### src/rtl/present80_enc_core.sv
// Iterative PRESENT-80 block encryptor: one round per clock with on-the-fly key
// schedule, valid/ready handshakes on the request and ciphertext sides.
module present80_enc_core #(
  parameter int ROUNDS = 31,
  parameter int CNT_W  = 5
) (
  input  logic        clk,
  input  logic        rst,
  input  logic        in_valid,
  output logic        in_ready,
  input  logic [63:0] plaintext,
  input  logic [79:0] key,
  output logic        out_valid,
  input  logic        out_ready,
  output logic [63:0] ciphertext,
  output logic        busy
);

  typedef enum logic [1:0] {IDLE, RUN, FINAL, DONE} state_e;

  state_e             state_q, state_d;
  logic [63:0]        blk_q, blk_d;
  logic [79:0]        key_q, key_d;
  logic [CNT_W-1:0]   rnd_q, rnd_d;
  logic [63:0]        ct_q, ct_d;

  function automatic logic [3:0] sbox4(input logic [3:0] x);
    logic [3:0] y;
    case (x)
      4'h0: y = 4'hC;  4'h1: y = 4'h5;  4'h2: y = 4'h6;  4'h3: y = 4'hB;
      4'h4: y = 4'h9;  4'h5: y = 4'h0;  4'h6: y = 4'hA;  4'h7: y = 4'hD;
      4'h8: y = 4'h3;  4'h9: y = 4'hE;  4'hA: y = 4'hF;  4'hB: y = 4'h8;
      4'hC: y = 4'h4;  4'hD: y = 4'h7;  4'hE: y = 4'h1;  default: y = 4'h2;
    endcase
    return y;
  endfunction

  function automatic logic [63:0] sbox_layer(input logic [63:0] x);
    logic [63:0] y;
    y = '0;
    for (int n = 0; n < 16; n++) y[4*n +: 4] = sbox4(x[4*n +: 4]);
    return y;
  endfunction

  // Bit i lands on (16*i) mod 63; bit 63 is a fixed point.
  function automatic logic [63:0] p_layer(input logic [63:0] x);
    logic [63:0] y;
    y = '0;
    for (int i = 0; i < 63; i++) y[6'((16*i) % 63)] = x[i];
    y[63] = x[63];
    return y;
  endfunction

  function automatic logic [79:0] key_update(input logic [79:0] k,
                                             input logic [CNT_W-1:0] r);
    logic [79:0] t;
    t          = {k[18:0], k[79:19]};
    t[79:76]   = sbox4(t[79:76]);
    t[19:15]   = t[19:15] ^ r[4:0];
    return t;
  endfunction

  always_comb begin
    state_d = state_q;
    blk_d   = blk_q;
    key_d   = key_q;
    rnd_d   = rnd_q;
    ct_d    = ct_q;
    case (state_q)
      IDLE: begin
        if (in_valid) begin
          blk_d   = plaintext;
          key_d   = key;
          rnd_d   = CNT_W'(1);
          state_d = RUN;
        end
      end
      RUN: begin
        blk_d = p_layer(sbox_layer(blk_q ^ key_q[79:16]));
        key_d = key_update(key_q, rnd_q);
        // Counter parks at the last round rather than wrapping.
        if (rnd_q == CNT_W'(ROUNDS)) state_d = FINAL;
        else                         rnd_d   = rnd_q + CNT_W'(1);
      end
      FINAL: begin
        ct_d    = blk_q ^ key_q[79:16];
        state_d = DONE;
      end
      DONE: begin
        if (out_ready) state_d = IDLE;
      end
      default: state_d = IDLE;
    endcase
  end

  always_ff @(posedge clk) begin
    if (rst) begin
      state_q <= IDLE;
      blk_q   <= '0;
      key_q   <= '0;
      rnd_q   <= '0;
      ct_q    <= '0;
    end else begin
      state_q <= state_d;
      blk_q   <= blk_d;
      key_q   <= key_d;
      rnd_q   <= rnd_d;
      ct_q    <= ct_d;
    end
  end

  assign in_ready   = (state_q == IDLE);
  assign out_valid  = (state_q == DONE);
  assign busy       = (state_q != IDLE);
  assign ciphertext = ct_q;

endmodule

### config.mk
export PLATFORM = sky130hd
export DESIGN_NAME = present80_enc_core
export DESIGN_NICKNAME = d
export VERILOG_FILES = /design/src/rtl/present80_enc_core.sv
export SDC_FILE = /design/constraint.sdc
export NUM_CORES = 1
export LEC_CHECK = 0
export BUFFER_PORTS_ARGS = -buffer_cell sky130_fd_sc_hd__buf_2
export CORE_MARGIN = 2
export CORE_UTILIZATION = 40
export CTS_CLUSTER_SIZE = 28
export DETAILED_ROUTE_END_ITERATION = 12
export PLACE_DENSITY = 0.7
export SLEW_MARGIN = 5
export SYNTH_ARGS = -nofsm -noshare
export SYNTH_HDL_FRONTEND = slang
export SYNTH_SLANG_ARGS = --single-unit
### constraint.sdc
create_clock -name clk -period 7.37 [get_ports clk]
set_input_delay 0.3685 -clock clk [delete_from_list [all_inputs] [get_ports clk]]
set_output_delay 0.3685 -clock clk [all_outputs]
set_load 0.05 [all_outputs]
-- After elaboration in Yosys (flattened, before gate mapping)
Memory sizes are Yosys's and may differ from the RTL's. A register that Yosys moved wholly into a read port is not among the register bits.
Cells that the tools add are included.
- ROM bits: 1088
- logic and storage cells: 52
- register bits: 215
- RAM bits: 0
- bits in latches: 0
- output and inout port bits: 67
- input bits: 148
- memories: 17
- memories (memory ; depth ; width ; read ports ; clocked after Yosys merged registers in ; write ports ; RTL line ; text):
    (name not given) ; 16 ; 4 ; 1 ; 0 ; 0 ; 29 ; case (x)
    (name not given) ; 16 ; 4 ; 1 ; 0 ; 0 ; 29 ;
    (name not given) ; 16 ; 4 ; 1 ; 0 ; 0 ; 29 ;
    (name not given) ; 16 ; 4 ; 1 ; 0 ; 0 ; 29 ;
    (name not given) ; 16 ; 4 ; 1 ; 0 ; 0 ; 29 ;
    (name not given) ; 16 ; 4 ; 1 ; 0 ; 0 ; 29 ;
    +11 memories ; n/a ; n/a ; n/a ; n/a ; n/a ; n/a ;
- shift-type cells: 0
- reductions and logical operators: 6
- order comparisons: 0
- mux-type cells: 13
- $add $sub $neg: 1
- divide/modulo/power cells: 0
- multiply operators: 0
- eq/ne operators: 8
- bitwise gates (word level): 2
- operator list (kind ; count):
    $pmux W80 S2 ; 1
    $pmux W64 S2 ; 1
    $mux W80 ; 1
    $mux W64 ; 1
    $xor A64 B64 Y64 ; 1
    $mux W5 ; 2
    $pmux W5 S2 ; 1
    $mux W4 ; 2
    $pmux W2 S4 ; 1
    $mux W2 ; 3
    $ne A2 B2 Y1 const B ; 3
    $reduce_and A3 Y1 ; 2
    $add A5 B1 Y5 const B ; 1
    $eq A5 B5 Y1 const B ; 1
    $xor A5 B5 Y5 ; 1
    $eq A2 B2 Y1 const B ; 2
    $reduce_bool A2 Y1 ; 2
    $eq A2 B1 Y1 const B ; 1
    $logic_not A2 Y1 ; 1
    $ne A2 B1 Y1 const B ; 1
    $reduce_and A2 Y1 ; 1

-- Longest topological paths before layout
- word-level depth: 5
- depth in mapped cells: 12
- depth with buffers taken out: 11

-- Worst setup path before layout
No wires, ideal clock.
- kind: flip-flop to flip-flop
- from: reg state_q[0]
- to: reg (tool-made name)
- setup slack: 4391 ps
- arrival: 2862 ps
- library setup time: 117 ps
- data required time: 7253 ps
- path buffers: 2
- stages on the path, launching flop included: 12
- period minus slack after synthesis: 2979 ps
- cells stage by stage: dfxtp_1 -> inv_1 -> ha_1 -> buf_4 -> mux2i_2 -> buf_2 -> a221oi_1 -> nor2_1 -> inv_1 -> ha_1 -> or3_1 -> a32o_1
- RTL lines (item ; RTL line ; text):
    from (decl) ; 21 ; state_e state_q, state_d;
    from (signal assigned) ; 104 ; state_q <= state_d;

==> metrics.yaml <==
synthFlopType: "dfxtp_1"
cts_tree: "built"
drive_gt1_share_pct: 21.46
synth_area_per_cell_um2: 9.182
crit_chain: "inv_1 > ha_4 > buf_4 > inv_1 > nor3_1 > a221oi_1 > nor2_1 > inv_1 > ha_1 > or3_1 > a32o_1"
crit_type: "reg2reg"
timing.rr.start: "state_q[1]"
worstHoldStart: "plaintext[46]"
drv_slew: 0
dp.cells: 1633
antenna_found_initial: 3
start_util_pct: 40.85
max_stage_delay_ns: 0.68
synth_compound_area_share_pct: 17.19
htreeDepth: 1
utilization_pct: 48.68
cts_hold_buf: 0
die-area_mm2: 0.02809
slowest_stage: "inv_1"
cts_sinks: 219
nNetsFinal: 1518
io_pins: 215
die_x_um: 167.6
critPathTopFamily: "buffers and inverters"
fill_cells: 2487
cpMostUsedCell: "inv_1"
synth_top_family_by_area: "compound AO/OA/AOI/OAI gates"
coreArea_mm2: 0.02621
startpoint_type: "register"
fp.dieH_um: 167.6
drt_iter0_drc: 736
power.density_mw_per_mm2: 574.9
cap_violations: 0
grt_pass1_vias: 8481
clockBufferDepth: 3
fin_cells: 1680
setup_viol: 0
r2r_cells: 11
post-cts-setup-buffers: 0
final_cell_mix: "dfxtp_1, buf_2, nor2_1"
synth-simple-area-share_pct: 9.898
fin_tns_setup_ns: 0
yosysSeqAreaShare_pct: 40.95
synth_mux_area_share_pct: 14.29
status: "finished, final reports clean"
num_vias: 8945
p_leak_nw: 5.346
synth-seq-cells: 219
setup.worst_path.end_class: "register"
hold_depth: 3
hold_path_class: "in2reg"
avgRoutedWirePerCell_um: 19.25
worst_slew_pin_slew_ns: 1.072
ant_nets: 0
syn_nets: 1359
ys.warnings.count: 0
final_common_cell: "dfxtp_1"
period_needed_ns: 4.113
crit_arrival_ns: 4.52
async_reset_ff_share_pct: 0
r2r_setup_slack_ns: 3.26
grtUsageTotal_pct: 22.37
drcViolationCount: 0
worst-path-buf-inv: 4
synthAdderAreaFrac_pct: 5.259
critical_path.max_fanout: 52
ctsResizeCount: 0
required_ns: 7.78
synth_cell_type_count: 46
fmax_mhz: 243.2
fin_skew_ns: 0.02419
synthXorXnorAreaFrac_pct: 6.953
dp_hpwl_um: 23830
synth-edff-count: 0
min_to: "blk_q[46]"
grt_setup_unrepaired: "no"
first_pass_iters: 5
place.gp.congestion: 0.8523
total_power_w: 0.007334
drt-total-wl_um: 32330
syn_to_final_growth_pct: 19.15
ir_drop_mv: 0.2964
clkSlewWorstSetupHoldPaths_ns: 0.06
hold_slack_ns: 0.1056
io_buffers: 214
slew_headroom_pct: 28.56
hold_viol: 0
syn_area_mm2: 0.01071
viasPerCell: 5.324
overflow: 0
root_buffer: "clkbuf_16"
clock_latency_ns: 0.53
grt_start_max_net_pins: 166
cts_buffers: 25
netlist_instances: 1166
period_share_pct: 55.80
row_count: 59
grt_pass1_wl_um: 48700
[cell usage after synthesis (all sizes together) (2+ instances only)]
cell	instances	area [um2]
dfxtp	219	4384
nor2	167	626.9
a211oi	140	1051
mux2i	112	1125
a21oi	85	425.4
xnor2	81	709.4
inv	60	225.2
clkbuf	57	214.0
ha	45	563.0
nand2	43	166.4
o21ai	34	170.2
nand3	32	160.2
buf	31	145.1
mux4	16	360.4
a22oi	4	43.79
a31oi	4	31.28
mux2	4	45.04
nand3b	4	30.03
xor2	4	35.03
a221oi	2	17.52
a32o	2	20.02
nor3	2	10.01
o211ai	2	15.01
or3	2	12.51
[final cells by class]
type | instances | area (um2) | share of cell area (%)
antenna | 3 | 7.507 | 0.05885
timing repair buffer | 220 | 1122 | 8.798
tap | 335 | 419.2 | 3.286
multi-input combinational | 799 | 5787 | 45.36
clock buffer | 39 | 758.2 | 5.944
sequential | 219 | 4384 | 34.37
clock inverter | 5 | 53.80 | 0.4217
inverter | 60 | 225.2 | 1.765
[per-stage QoR]
stage	instance area, um2	setup slack (ns)
after global routing	12760	2.931
after detailed placement	11940	3.320
after floorplan	10710	4.391
after global placement	11940	3.414
final	12760	3.257
after CTS	12750	3.264
[worst reg2reg max path: cells and delay by family, from the launching register on]
family	cells	cell delay, ns
adder cells (fa/ha/maj)	2	0.67
flip-flops	1	0.36
AND/OR/NAND/NOR	3	0.98
AO/OA/AOI/OAI	2	0.38
buffers and inverters	4	1.59
[per-layer routing]
metal	up-vias	track usage (%)	routed length, um
met5	-	0	0
met2	282	35.23	14520
li1	4418	-	-
met1	4192	31.46	14620
met4	0	7.410	977
met3	53	3.380	2219
[worst max-delay path by stage]
stage	start	end	slack [ns]	depth (start not counted)
floorplan	state_q[0]	register	4.39	11
global placement	state_q[1]	register	3.41	11
detailed placement	state_q[1]	register	3.32	11
CTS	state_q[1]	register	3.26	11
global route	state_q[1]	register	2.93	11
finish	state_q[1]	register	3.26	11
[cell families (layout without fill, tap and decap cells)]
kind of cell,Yosys count,count (layout)
DFF,219,219
xor gates and xnor gates,85,85
muxes,132,132
other,0,3
AOI/OAI and AO/OA,280,280
adders and majority gates,45,45
buffers and inverters,148,324
and+or+nand+nor,257,257
[sequential cells by signal, indices dropped and copies added, names as in the netlist, named ones only]
signal	flops
ciphertext	64
key_q	80
rnd_q	5
state_q	2
blk_q	64
[where the power goes]
group	internal (W)	switching [W]
logic	0.00150	0.00252
clock network	0.000737	0.000486
registers	0.00167	0.000424
No activity file was read; power rests on OpenSTA's default activity.
